**src/rtl/pipe_sequencer.sv**
```systemverilog
// pipe_sequencer: hazard stall/flush control plus SYSCALL drain, host handshake and halt sequencing
module pipe_sequencer #(
  parameter int CNT_W = 16
) (
  input  logic             clk,
  input  logic             rst_b,
  input  logic             id_valid,
  input  logic [4:0]       id_rs,
  input  logic [4:0]       id_rt,
  input  logic             id_uses_rt,
  input  logic             id_sys,
  input  logic             ex_memread,
  input  logic [4:0]       ex_rt,
  input  logic             ex_redirect,
  input  logic             ex_valid,
  input  logic             mem_valid,
  input  logic             wb_valid,
  input  logic             sys_ack,
  input  logic             sys_halt,
  output logic             pc_en,
  output logic             ifid_en,
  output logic             ifid_flush,
  output logic             idex_bubble,
  output logic             sys_req,
  output logic             halted,
  output logic [CNT_W-1:0] stall_cnt
);
  typedef enum logic [1:0] {RUN, DRAIN, SYS_WAIT, HALT} state_e;
  state_e state_q;
  logic sys_req_q, halted_q;
  logic [CNT_W-1:0] cnt_q;
  logic luse, empty, run, hold, abort, resume;
  assign luse = ex_memread & (ex_rt != 5'd0) & id_valid & (ex_rt == id_rs | (id_uses_rt & ex_rt == id_rt));
  assign empty = ~ex_valid & ~mem_valid & ~wb_valid;
  assign run = state_q == RUN;
  assign hold = luse | (id_valid & id_sys);
  assign abort = state_q == DRAIN & ex_redirect;
  assign resume = state_q == SYS_WAIT & sys_ack & ~sys_halt;
  assign pc_en = run ? (ex_redirect | ~hold) : (abort | resume);
  assign ifid_en = run ? (ex_redirect | ~hold) : resume;
  assign ifid_flush = run ? ex_redirect : (abort | resume);
  assign idex_bubble = run ? (ex_redirect | hold) : 1'b1;
  assign sys_req = sys_req_q;
  assign halted = halted_q;
  assign stall_cnt = cnt_q;
  always_ff @(posedge clk or negedge rst_b) begin
    if (!rst_b) begin
      state_q <= RUN;
      sys_req_q <= 1'b0;
      halted_q <= 1'b0;
      cnt_q <= '0;
    end else begin
      if (!pc_en && state_q != HALT && cnt_q != '1) cnt_q <= cnt_q + 1'b1;
      case (state_q)
        RUN: if (!ex_redirect && !luse && id_valid && id_sys) state_q <= DRAIN;
        DRAIN: begin
          if (ex_redirect) state_q <= RUN;
          else if (empty) begin
            state_q <= SYS_WAIT;
            sys_req_q <= 1'b1;
          end
        end
        SYS_WAIT: begin
          if (sys_ack) begin
            sys_req_q <= 1'b0;
            halted_q <= sys_halt;
            state_q <= sys_halt ? HALT : RUN;
          end
        end
        default: state_q <= HALT;
      endcase
    end
  end
endmodule
```
**config.mk**
```make
export PLATFORM = sky130hd
export DESIGN_NAME = pipe_sequencer
export DESIGN_NICKNAME = d
export VERILOG_FILES = /design/src/rtl/pipe_sequencer.sv
export SDC_FILE = /design/constraint.sdc
export NUM_CORES = 1
export LEC_CHECK = 0
export CORE_UTILIZATION = 47
export CTS_BUF_LIST = sky130_fd_sc_hd__clkbuf_4 sky130_fd_sc_hd__clkbuf_8
export DETAILED_ROUTE_END_ITERATION = 12
export PLACE_DENSITY = 0.95
export SYNTH_ARGS = -nofsm -noshare
export SYNTH_HDL_FRONTEND = slang
export SYNTH_SLANG_ARGS = --single-unit
export TNS_END_PERCENT = 20
```
**constraint.sdc**
```tcl
create_clock -name clk -period 5 [get_ports clk]
set_input_delay 1 -clock clk [delete_from_list [all_inputs] [get_ports clk]]
set_output_delay 1 -clock clk [all_outputs]
set_load 0.03 [all_outputs]
```
Yosys cells after proc, flatten, opt, wreduce, memory -nomap -nowiden
Index checks and enable logic that the tools add are counted.
- word-level logic and storage cells: 64
- flip-flop bits (word level): 20
- output and inout bits: 22
- bits of input ports: 27
- add/sub/neg operators: 1
- mux-type cells: 14
- reduce and logical (&&, ||, !) cells: 14
- equal/unequal tests: 11
- bitwise gates (word level): 20
- operators by type and width (kind ; count):
    $add 16x1->16 const B ; 1
    $ne 16x16->1 const B ; 1
    $and 1x1->1 ; 10
    $eq 5x5->1 ; 2
    $mux 2 ; 5
    $ne 2x2->1 const B ; 4
    $mux 1 ; 7
    $pmux 2 s3 ; 1
    $logic_and 1x1->1 ; 5
    $not 1->1 ; 5
    $or 1x1->1 ; 5
    $reduce_bool 5->1 ; 1
    $reduce_and 4->1 ; 1
    $logic_not 1->1 ; 3
    $ne 3x3->1 const B ; 1
    $reduce_and 3->1 ; 1
    $eq 2x1->1 const B ; 1
    $eq 2x2->1 const B ; 1
    $logic_not 2->1 ; 1
    $ne 2x1->1 const B ; 1
    $pmux 1 s2 ; 1
    $reduce_and 2->1 ; 1
    $reduce_bool 2->1 ; 1

Longest topological paths before layout
Gate-level depths: netlist (run 1).
- depth after elaboration: 11
- gate-level depth with buffers: 8
- mapped depth without buffers: 7

Worst setup path before layout (run 1)
OpenSTA, ideal clock, no wires.
- kind: in2out
- start point: input port ex_rt[0]
- end point: output port idex_bubble
- required time: 4.000 ns
- cell stages on the path: 5
- buffers on the path: 0
- setup slack: 1.771 ns
- arrival: 2.229 ns
- path through: or3_1 > o311a_2 > nand2_1 > nand2_1 > or2_2
- longest elaborated chain between the ends: 7
- elaborated cells between the ends (all ways): 11
- those cells by class: eq/ne (2); mux (1); bitwise (7); reduce/logical (1)
- ends and longest elaborated chain (item ; RTL line ; source):
    start, declared ; 13 ; input logic [4:0] ex_rt,
    $eq 5x5->1 / $reduce_bool 5->1 (equally long branches) ; 33 ; assign luse = ex_memread & (ex_rt != 5'd0) & id_valid & (ex_rt == id_rs | (id_uses_rt & ex_rt == id_rt));
    $and 1x1->1 ; 33 ;
    $or 1x1->1 / $and 1x1->1 (equally long branches) ; 33 ;
    $and 1x1->1 (*) ; 33 ;
    $or 1x1->1 (*) ; 36 ; assign hold = luse | (id_valid & id_sys);
    $or 1x1->1 (*) ; 42 ; assign idex_bubble = run ? (ex_redirect | hold) : 1'b1;
    $mux 1 (*) ; 42 ;
    end, declared ; 23 ; output logic idex_bubble,
Mark *: on every way between the ends. The rest lies on a longest branch, timed or not.

Final worst setup path (run 1)
Same ends and word-level chain as after synthesis.

==> metrics.md, run 1 <==
| Metric | Value |
|---|---|
| 1st-pass router iterations | `4` |
| Metal-1 WL | `about 1100 um` |
| Critical Path AT | `roughly 3.4 ns` |
| Accumulated negative setup slack | `0 ns` |
| Status | `finished, final reports clean` |
| Final hold violations | `0` |
| Compound-Gate Fraction of Synth Area | `around a tenth` |
| Max-cap viol count | `0` |
| Seq/Total Area, Yosys | `around 43%` |
| Initial antenna violation count | `0` |
| Total global routing track utilization | `around 23%` |
| Post-cts sizing count | `0` |
| ANT nets after route | `0` |
| Largest net degree at the start of global routing | `21` |
| Final setup margin | `between 0.6 and 0.7 ns` |
| Async SR Flop Fraction | `100%` |
| Pwr/cell area | `approximately 370 mW/mm^2` |
| Root Buffer | `clkbuf_4` |
| Mux cell area share after synthesis | `less than 1%` |
| Placed cell areas | `between 0.0015 and 0.002 mm^2` |
| Max Clock Freq | `roughly 230 MHz` |
| Most common cell after layout, fill and taps aside | `clkdlybuf4s50_1` |
| Hold Slack | `between 0.5 and 0.6 ns` |
| Synth Register Bits | `20` |
| Synth Flop Type | `dfrtp_1` |
| Internal power | `0.377 mW` |
| Die ar. | `0.00270 mm^2` |
| Die height | `52.0 um` |
| Tmin final | `about 4.4 ns` |
| Clock insertion delay at the later pin of the skew report | `around 0.29 ns` |
| Syn nets | `149` |
| Mapped cell area | `roughly 0.0012 mm^2` |
| Sw Ratio | `between 40 and 50%` |
| Post-Synth XOR/XNOR Area | `approximately a fifth` |
| # diodes | `0` |
| DP Wirelength | `~2100 um` |
| Adder-Cell Fraction of Synth Area | `roughly 1.1%` |
| # Post-CTS Setup Buffers | `0` |
| RSZ-0062 raised after global routing | `no` |
| Ys Warns | `0` |
| Non-filler instance count after layout | `200` |
| Core Footprint | `~0.0023 mm^2` |
| DIE WIDTH | `between 50 and 60 um` |
| Simple-gate share of the synthesized area | `between 20% and 30%` |
| Yosys cell types | `34` |
| # IOs | `49` |
| WL per Instance | `approximately 13 um` |
| Commonest cells after routing, fill and taps aside | `clkdlybuf4s50_1, xnor2_1, dfrtp_1` |
| Port Buffers | `48` |
| Sequential fraction of design power | `around 37%` |
| Clock group share of total power | `between 10% and 20%` |
| DRC violation count after routing | `0` |
| Number of setup violations in the final report | `0` |
| Hold_buf cts | `0` |
| Grt ovf | `0` |
| Post-route cell area | `approximately 0.0017 mm^2` |
| Total power | `between 0.6 and 0.7 mW` |
| Met2 WL | `~1300 um` |
| CTS Buf Count | `3` |
| Worst Setup End Kind | `primary output` |
| Largest family of logic cells by synthesized area | `simple AND/OR/NAND/NOR gates` |
| Hold WC Path Type | `flip-flop to flip-flop` |
| Final period util | `between 80% and 90%` |
| Worst setup SP type | `input port` |
| Placed insts | `around 200` |
| Logic pwr share | `about 48%` |
| Hold path start | `stall_cnt[15]` |
| Mapped Cells | `about 120` |
| Via count | `1064` |
| Slew @ Worst Pin | `roughly 0.83 ns` |
| Crit path kind | `input port to primary output` |
| Slew Limit Fails | `0` |
| Nets | `about 200` |
| Rows | `17` |
| Slew headroom | `between 40% and 50%` |
| Skew final | `between 0.002 and 0.003 ns` |
| Worst Setup SP | `ex_rt[0]` |
| Final core utilization | `roughly three quarters` |
| Uppermost layer routed | `met4` |
| Max clock buf depth | `2` |
| Number of flops mapped to enable cells by yosys | `0` |
| CTS tree | `yes` |
| Mean Syn Cell Area | `just under 10 um^2` |
| R2r startpoint | `stall_cnt[3]` |
| First-pass GRT wire length | `roughly 4600 um` |
| Final RePlAce weighted congestion | `just over 0.8` |
| DP Worst Slack | `0.663 ns` |
| CP required | `~4.0 ns` |
| Starting Density | `between 50% and 60%` |
| Share of layout cells above drive strength 1 | `a little under a tenth` |
| CTS clock-pin slew for the worst setup and hold paths | `around 0.11 ns` |
| Number of global-route vias before repair | `between 1000 and 1500` |
| Worst VDD drop | `approximately 0.36 mV` |
| Sw Pwr | `around 0.25 mW` |
| LEAKAGE | `between 0.7 and 0.8 nW` |
| CTS H-tree lvls | `1` |
| Area grow syn2layout | `46.1%` |
| Total Wirelength | `2700 um` |
| Iter 0 DRT Violations | `13` |
| Sink Count | `20` |
| Number of vias per cell | `between 5 and 6` |
| Routed wl met3 | `around 250 um` |
| Crit Path Max Fanout | `3` |
## logic make-up (layout without fill, tap and decap cells)
group           after synthesis  after routing
mux                           1              1
compound gates               17             17
xor+xnor                     25             25
fa+ha+maj                     1              1
simple gates                 50             50
flops                        20             20
buf+inv                       7             58
## layout make-up
type	count	area (um^2)
multi-input cells	94	639
fillers	158	562
flip-flops and latches	20	500
repair buffers	48	480
clock buffers	4	36.3
well taps	28	35.0
inverters	6	22.5
## synthesized netlist by cell type, types with 3 or more instances
| cell | instances | area (um^2) |
|---|---|---|
| xor2_1 | 3 | 26.3 |
| nand2_1 | 13 | 48.8 |
| a21oi_1 | 3 | 15.0 |
| inv_1 | 6 | 22.5 |
| nand2b_1 | 3 | 18.8 |
| nand3_1 | 6 | 30.0 |
| xnor2_1 | 22 | 193 |
| nand4_1 | 7 | 43.8 |
| dfrtp_1 | 20 | 500 |
| o21ai_0 | 4 | 20.0 |
| nor2_1 | 4 | 15.0 |
| nor3_1 | 3 | 15.0 |
## layer usage
metal / GRT usage [%] / vias up
li1: - / 530
met2: 41.5 / 50
met5: 0 / -
met3: 3.51 / 2
met4: 5.41 / 0
met1: 27.8 / 482
## state kept, by name, indices dropped and copies added, names as in the netlist
| name | count |
|---|---|
| state_q | 2 |
| stall_cnt | 16 |
| halted | 1 |
| sys_req | 1 |
## path summary, 6_finish.rpt
check,to,slack [ns],cells past startpoint
setup / recovery,idex_bubble,0.65,7
max in group asynchronous,state_q[0],3.32,1
setup reg to reg,stall_cnt[14],2.87,6
hold reg to reg,stall_cnt[15],0.51,1
min in group asynchronous,stall_cnt[10],1.17,1
hold / removal,stall_cnt[15],0.51,1
## power groups by stage
stage	logic (mW)	clock network (mW)	registers (mW)
4_1_cts	0.308	0.0950	0.234
2_1_floorplan	0.136	0	0.283
6_report	0.305	0.0910	0.234
5_1_grt	0.333	0.101	0.240
3_3_place_gp	0.297	0	0.234
3_5_place_dp	0.307	0	0.237
## worst max-delay path, cell delays in order
cell             delay (ns)
clkdlybuf4s50_1        0.46
or3_1                  0.41
o311a_2                0.35
nand2_1                0.12
nand2_1                0.10
or2_2                  0.31
clkdlybuf4s50_1        0.60
(Power assumes the default switching activity.)
==> inputs of run 2 (changes only) <==
==> config.mk (replaced) <==
export PLATFORM = sky130hd
export DESIGN_NAME = pipe_sequencer
export DESIGN_NICKNAME = d
export VERILOG_FILES = /design/src/rtl/pipe_sequencer.sv
export SDC_FILE = /design/constraint.sdc
export NUM_CORES = 1
export LEC_CHECK = 0
export CORE_MARGIN = 4
export CORE_UTILIZATION = 45
export CTS_BUF_LIST = sky130_fd_sc_hd__clkbuf_16
export DETAILED_ROUTE_END_ITERATION = 12
export PLACE_DENSITY = 0.94
export SYNTH_ARGS = -nofsm -noshare
export SYNTH_HDL_FRONTEND = slang
export SYNTH_SLANG_ARGS = --single-unit
export TNS_END_PERCENT = 100
==> metrics.md, run 2 (synthesized netlist as in run 1, its figures left out) <==
| Metric | Value |
|---|---|
| Nets | `201 (unchanged)` |
| CTS H-tree lvls | `1 (unchanged)` |
| DIE WIDTH | `59.1 um (+14%)` |
| CTS clock-pin slew for the worst setup and hold paths | `0.05 ns (-0.06 ns)` |
| Accumulated negative setup slack | `0 ns (unchanged)` |
| Final hold violations | `0 (unchanged)` |
| Commonest cells after routing, fill and taps aside | `clkdlybuf4s50_1, xnor2_1, dfrtp_1` |
| DP Wirelength | `2310 um (+7.3%)` |
| Number of vias per cell | `5.48 (+3.0%)` |
| Die ar. | `0.00349 mm^2 (+29%)` |
| M3 GR Usage | `4.79% (+1.3 points)` |
| Max Clock Freq | `232 MHz (+1.1%)` |
| Number of setup violations in the final report | `0 (unchanged)` |
| Die height | `59.1 um (+14%)` |
| Final core utilization | `71.0% (-4.3 points)` |
| Slew @ Worst Pin | `0.860 ns (+0.0275 ns)` |
| DRC violation count after routing | `0 (unchanged)` |
| LEAKAGE | `0.719 nW (+2.5%)` |
| Share of layout cells above drive strength 1 | `8.72% (-0.58 points)` |
| Worst Setup End Kind | `primary output` |
| Hold path cells | `1 (unchanged)` |
| Rows | `18 (+1)` |
| Most common cell after layout, fill and taps aside | `clkdlybuf4s50_1` |
| Number of global-route vias before repair | `1140 (+6.6%)` |
| CP required | `4.00 ns (about the same)` |
| Tmin final | `4.31 ns (-0.0458 ns)` |
| Clock insertion delay at the later pin of the skew report | `0.25 ns (-0.04 ns)` |
| Sink Count | `20 (unchanged)` |
| Total global routing track utilization | `17.6% (-5.2 points)` |
| Max-cap viol count | `0 (unchanged)` |
| Status | `finished, final reports clean` |
| Worst hold endpoint | `stall_cnt[15]` |
| CTS Buf Count | `3 (unchanged)` |
| Port Buffers | `48 (unchanged)` |
| ANT nets after route | `0 (unchanged)` |
| Via count | `1107 (+4.0%)` |
| Final period util | `86.2% (-0.92 points)` |
| Hold path start | `stall_cnt[15]` |
| First-pass GRT wire length | `4840 um (+4.2%)` |
| Grt ovf | `0 (unchanged)` |
| GR Util met1 | `20.7% (-7.1 points)` |
| Starting Density | `47.4% (-4.2 points)` |
| Worst setup SP type | `input port` |
| 1st-pass router iterations | `4 (unchanged)` |
| Core Footprint | `0.00248 mm^2 (+8.9%)` |
| Hold WC Path Type | `flip-flop to flip-flop` |
| Post-route cell area | `0.00176 mm^2 (+2.6%)` |
| RSZ-0062 raised after global routing | `no` |
| Final RePlAce weighted congestion | `0.821 (-0.16%)` |
| Reg2reg path depth | `6 (unchanged)` |
| Total Wirelength | `2960 um (+9.6%)` |
| Number of flip-flops in the largest register | `16 (unchanged)` |
| # IOs | `49 (unchanged)` |
| Fill cell count | `185 (+17%)` |
| CTS tree | `yes` |
| Initial antenna violation count | `0 (unchanged)` |
| Grt met2 use | `30.8% (-11 points)` |
| Hold_buf cts | `0 (unchanged)` |
| Hold Slack | `0.508 ns (-0.00152 ns)` |
| Seq. cell area | `500 um^2 (unchanged)` |
| Skew final | `0.00112 ns (-0.00147 ns)` |
| Flop-to-flop setup slack | `2.81 ns (-0.06 ns)` |
| Root Buffer | `clkbuf_16` |
| WL per Instance | `14.6 um (+8.6%)` |
| Slew headroom | `42.5% (-1.8 points)` |
| End of the worst register-to-register path | `stall_cnt[14]` |
| # diodes | `0 (unchanged)` |
| Crit path kind | `input port to primary output` |
| Max clock buf depth | `2 (unchanged)` |
| Placed cell areas | `0.00168 mm^2 (+0.15%)` |
| Area grow syn2layout | `49.9%` |
| Iter 0 DRT Violations | `38 (+25)` |
| Placed insts | `198 (+1.0%)` |
| Post-cts sizing count | `0 (unchanged)` |
| Largest net degree at the start of global routing | `21 (unchanged)` |
| Slew Limit Fails | `0 (unchanged)` |
| Critical Path AT | `3.31 ns (-0.04 ns)` |
| Pwr/cell area | `400 mW/mm^2 (+8.9%)` |
| # Post-CTS Setup Buffers | `0 (unchanged)` |
| Worst VDD drop | `0.420 mV (+18%)` |
| Crit Path Max Fanout | `3 (unchanged)` |
| Gr busiest metal | `met2` |
| Area taken by multi-input logic gates | `639 um^2 (unchanged)` |
| Non-filler instance count after layout | `202 (+1.0%)` |
| R2r startpoint | `stall_cnt[3]` |
-- run 2: stage by stage --
step	setup slack, ns	total power [mW]
5_1_grt	0.586	0.744
3_3_place_gp	0.731	0.532
6_report	0.691	0.704
2_1_floorplan	1.77	0.419
3_5_place_dp	0.704	0.543
4_1_cts	0.695	0.709
-- run 2: where the power goes --
part	leakage, nW	internal [mW]	total [mW]	switching [mW]
clock	0.0385	0.106	0.164	0.0572
combinational	0.418	0.139	0.306	0.168
sequential	0.263	0.195	0.234	0.0392
total	0.719	0.440	0.704	0.264
-- run 2: metal layers --
| metal | vias to the layer above | wire length (um) | part of all wire (%) |
|---|---|---|---|
| met5 | - | 0 | 0 |
| met4 | 0 | 19 | 0.64 |
| met3 | 2 | 273 | 9.2 |
| met2 | 47 | 1430 | 48 |
| met1 | 531 | 1240 | 42 |
| li1 | 527 | - | - |
-- run 2: worst max-delay path, cell delays in order --
cell and delay [ns]:
clkdlybuf4s50_1 0.46, or3_1 0.39, o311a_2 0.35, nand2_1 0.13, nand2_1 0.09, or2_2 0.30, clkdlybuf4s50_1 0.59
-- run 2: area by class of cell --
type / instances / area share (%)
clock inverters: 1 / 0.213
multi-input cells: 94 / 36.3
clock buffers: 3 / 4.27
well taps: 30 / 2.13
inverters: 6 / 1.28
flip-flops and latches: 20 / 28.4
repair buffers: 48 / 27.3
-- run 2: worst max-delay path by stage --
stage,from,slack [ns],to,cells after the start
finish,ex_rt[0],0.69,idex_bubble,7
detailed placement,ex_rt[0],0.70,idex_bubble,7
global route,ex_rt[0],0.59,idex_bubble,7
CTS,ex_rt[0],0.69,idex_bubble,7
floorplan,ex_rt[0],1.77,idex_bubble,5
global placement,ex_rt[0],0.73,idex_bubble,7
==> inputs of run 3 (changes only) <==
--- a/config.mk
+++ b/config.mk
@@ -10,6 +10,7 @@
 export CTS_BUF_LIST = sky130_fd_sc_hd__clkbuf_16
 export DETAILED_ROUTE_END_ITERATION = 12
 export PLACE_DENSITY = 0.94
+export RECOVER_POWER = 25
 export SYNTH_ARGS = -nofsm -noshare
 export SYNTH_HDL_FRONTEND = slang
 export SYNTH_SLANG_ARGS = --single-unit
==> metrics.md, run 3 (synthesized netlist as in run 1, its figures left out) <==
| Metric | Value |
|---|---|
| Die height | `59.1 um (unchanged)` |
| Commonest cells after routing, fill and taps aside | `clkdlybuf4s50_1, xnor2_1, dfrtp_1` |
| Final RePlAce weighted congestion | `0.821 (unchanged)` |
| Worst VDD drop | `0.420 mV (about the same)` |
| Post-route cell area | `0.00176 mm^2 (unchanged)` |
| Final period util | `86.2% (unchanged)` |
| CP cell instances | `clkdlybuf4s50_1 > or3_1 > o311a_2 > nand2_1 > nand2_1 > or2_2 > clkdlybuf4s50_1` |
| Via count | `1107 (unchanged)` |
| Critical-path top delay cell | `clkdlybuf4s50_1` |
| Total global routing track utilization | `17.6% (unchanged)` |
| Share of layout cells above drive strength 1 | `8.72% (unchanged)` |
| ANT nets after route | `0 (unchanged)` |
| Worst setup SP type | `input port` |
| First-pass GRT wire length | `4840 um (unchanged)` |
| Number of global-route vias before repair | `1140 (unchanged)` |
| Accumulated negative setup slack | `0 ns (unchanged)` |
| Post-cts sizing count | `0 (unchanged)` |
| CTS tree | `yes` |
| DP Worst Slack | `0.704 ns (unchanged)` |
| Number of flip-flops in the largest register | `16 (unchanged)` |
| Hold Slack | `0.508 ns (unchanged)` |
| 1st-pass router iterations | `4 (unchanged)` |
| Port Buffers | `48 (unchanged)` |
| CP required | `4.00 ns (about the same)` |
| CTS clock-pin slew for the worst setup and hold paths | `0.05 ns (about the same)` |
| Root Buffer | `clkbuf_16` |
| Nets | `201 (unchanged)` |
| Fill cell count | `185 (unchanged)` |
| DRC violation count after routing | `0 (unchanged)` |
| Max-cap viol count | `0 (unchanged)` |
| Slew @ Worst Pin | `0.869 ns (+0.00899 ns)` |
| Core Footprint | `0.00248 mm^2 (unchanged)` |
| Grt ovf | `0 (unchanged)` |
| Non-filler instance count after layout | `202 (unchanged)` |
| Skew final | `0.00112 ns (unchanged)` |
| Pwr/cell area | `400 mW/mm^2 (about the same)` |
| Area grow syn2layout | `49.9% (unchanged)` |
| Max clock buf depth | `2 (unchanged)` |
| Die ar. | `0.00349 mm^2 (unchanged)` |
| Critical Path AT | `3.31 ns (about the same)` |
| Seq. cell area | `500 um^2 (unchanged)` |
| LEAKAGE | `0.720 nW (about the same)` |
| Largest net degree at the start of global routing | `21 (unchanged)` |
| Area taken by multi-input logic gates | `639 um^2 (unchanged)` |
| Rows | `18 (unchanged)` |
| Worst Setup End Kind | `primary output` |
| RSZ-0062 raised after global routing | `no` |
| Slew headroom | `41.9% (-0.61 points)` |
| Iter 0 DRT Violations | `40 (+5.3%)` |
| WL per Instance | `14.6 um (unchanged)` |
| # diodes | `0 (unchanged)` |
| Total Wirelength | `2960 um (unchanged)` |
| Hold WC Path Type | `flip-flop to flip-flop` |
| Tmin final | `4.31 ns (unchanged)` |
| Final setup margin | `0.691 ns (unchanged)` |
| DP Wirelength | `2310 um (unchanged)` |
| Hold_buf cts | `0 (unchanged)` |
| CTS H-tree lvls | `1 (unchanged)` |
| CTS Buf Count | `3 (unchanged)` |
| Final hold violations | `0 (unchanged)` |
| Number of vias per cell | `5.48 (unchanged)` |
| Sink Count | `20 (unchanged)` |
| Placed insts | `198 (unchanged)` |
| # Post-CTS Setup Buffers | `0 (unchanged)` |
| Placed cell areas | `0.00168 mm^2 (unchanged)` |
| Slew Limit Fails | `0 (unchanged)` |
| Initial antenna violation count | `0 (unchanged)` |
| Most common cell after layout, fill and taps aside | `clkdlybuf4s50_1` |
| Status | `finished, final reports clean` |
| DIE WIDTH | `59.1 um (unchanged)` |
| Clock insertion delay at the later pin of the skew report | `0.25 ns (about the same)` |
| Number of setup violations in the final report | `0 (unchanged)` |
| Crit path kind | `input port to primary output` |
| Crit Path Max Fanout | `3 (unchanged)` |
| Max Clock Freq | `232 MHz (unchanged)` |
| # IOs | `49 (unchanged)` |
| Starting Density | `47.4% (unchanged)` |
| CP peak stage delay | `0.59 ns (about the same)` |
run 3: cell types whose count changed in the layout (fill, tap and decap cells not counted), sizes merged:
| cell | previous run | this run |
|---|---|---|
| dlygate4sd3 | 0 | 2 |
| clkdlybuf4s50 | 48 | 46 |
run 3: final timing paths:
path	cells past startpoint	slack, ns	endpoint	startpoint
min	1	0.51	stall_cnt[15]	stall_cnt[15]
min in group asynchronous	1	1.31	stall_cnt[10]	rst_b
max in group asynchronous	1	3.15	halted	rst_b
min reg2reg	1	0.51	stall_cnt[15]	stall_cnt[15]
max	7	0.69	idex_bubble	ex_rt[0]
max reg2reg	6	2.81	stall_cnt[14]	stall_cnt[3]
run 3: metal layers:
metal | track usage (%) | share of wire (%) | wire length (um) | up-vias
met3 | 4.79 | 9.2 | 273 | 2
li1 | - | - | - | 527
met1 | 20.7 | 42 | 1240 | 531
met5 | 0 | 0 | 0 | -
met4 | 5.83 | 0.64 | 19 | 0
met2 | 30.8 | 48 | 1430 | 47
run 3: area by class of cell:
class                           instances  area share, %
Inverter                                6           1.28
Clock inverter                          1          0.213
Timing Repair Buffer                   48           27.3
Multi-Input combinational cell         94           36.3
Tap cell                               30           2.13
Sequential cell                        20           28.4
Clock buffer                            3           4.27
run 3: power breakdown:
group	internal [mW]	switching (mW)	total, mW
Sequential	0.195	0.0392	0.234
Combinational	0.139	0.168	0.306
Clock	0.106	0.0572	0.164
run 3: stage by stage:
step                      power (mW)  util (%)
after global routing           0.743      71.0
final                          0.704      71.0
after global placement         0.532      67.8
after detailed placement       0.543      67.8
after CTS                      0.709      71.0
after floorplan                0.419         -
run 3: critical path: cells and delay by family:
family          cells  cell delay [ns]
buf+inv             2             1.05
simple gates        4             0.91
compound gates      1             0.35
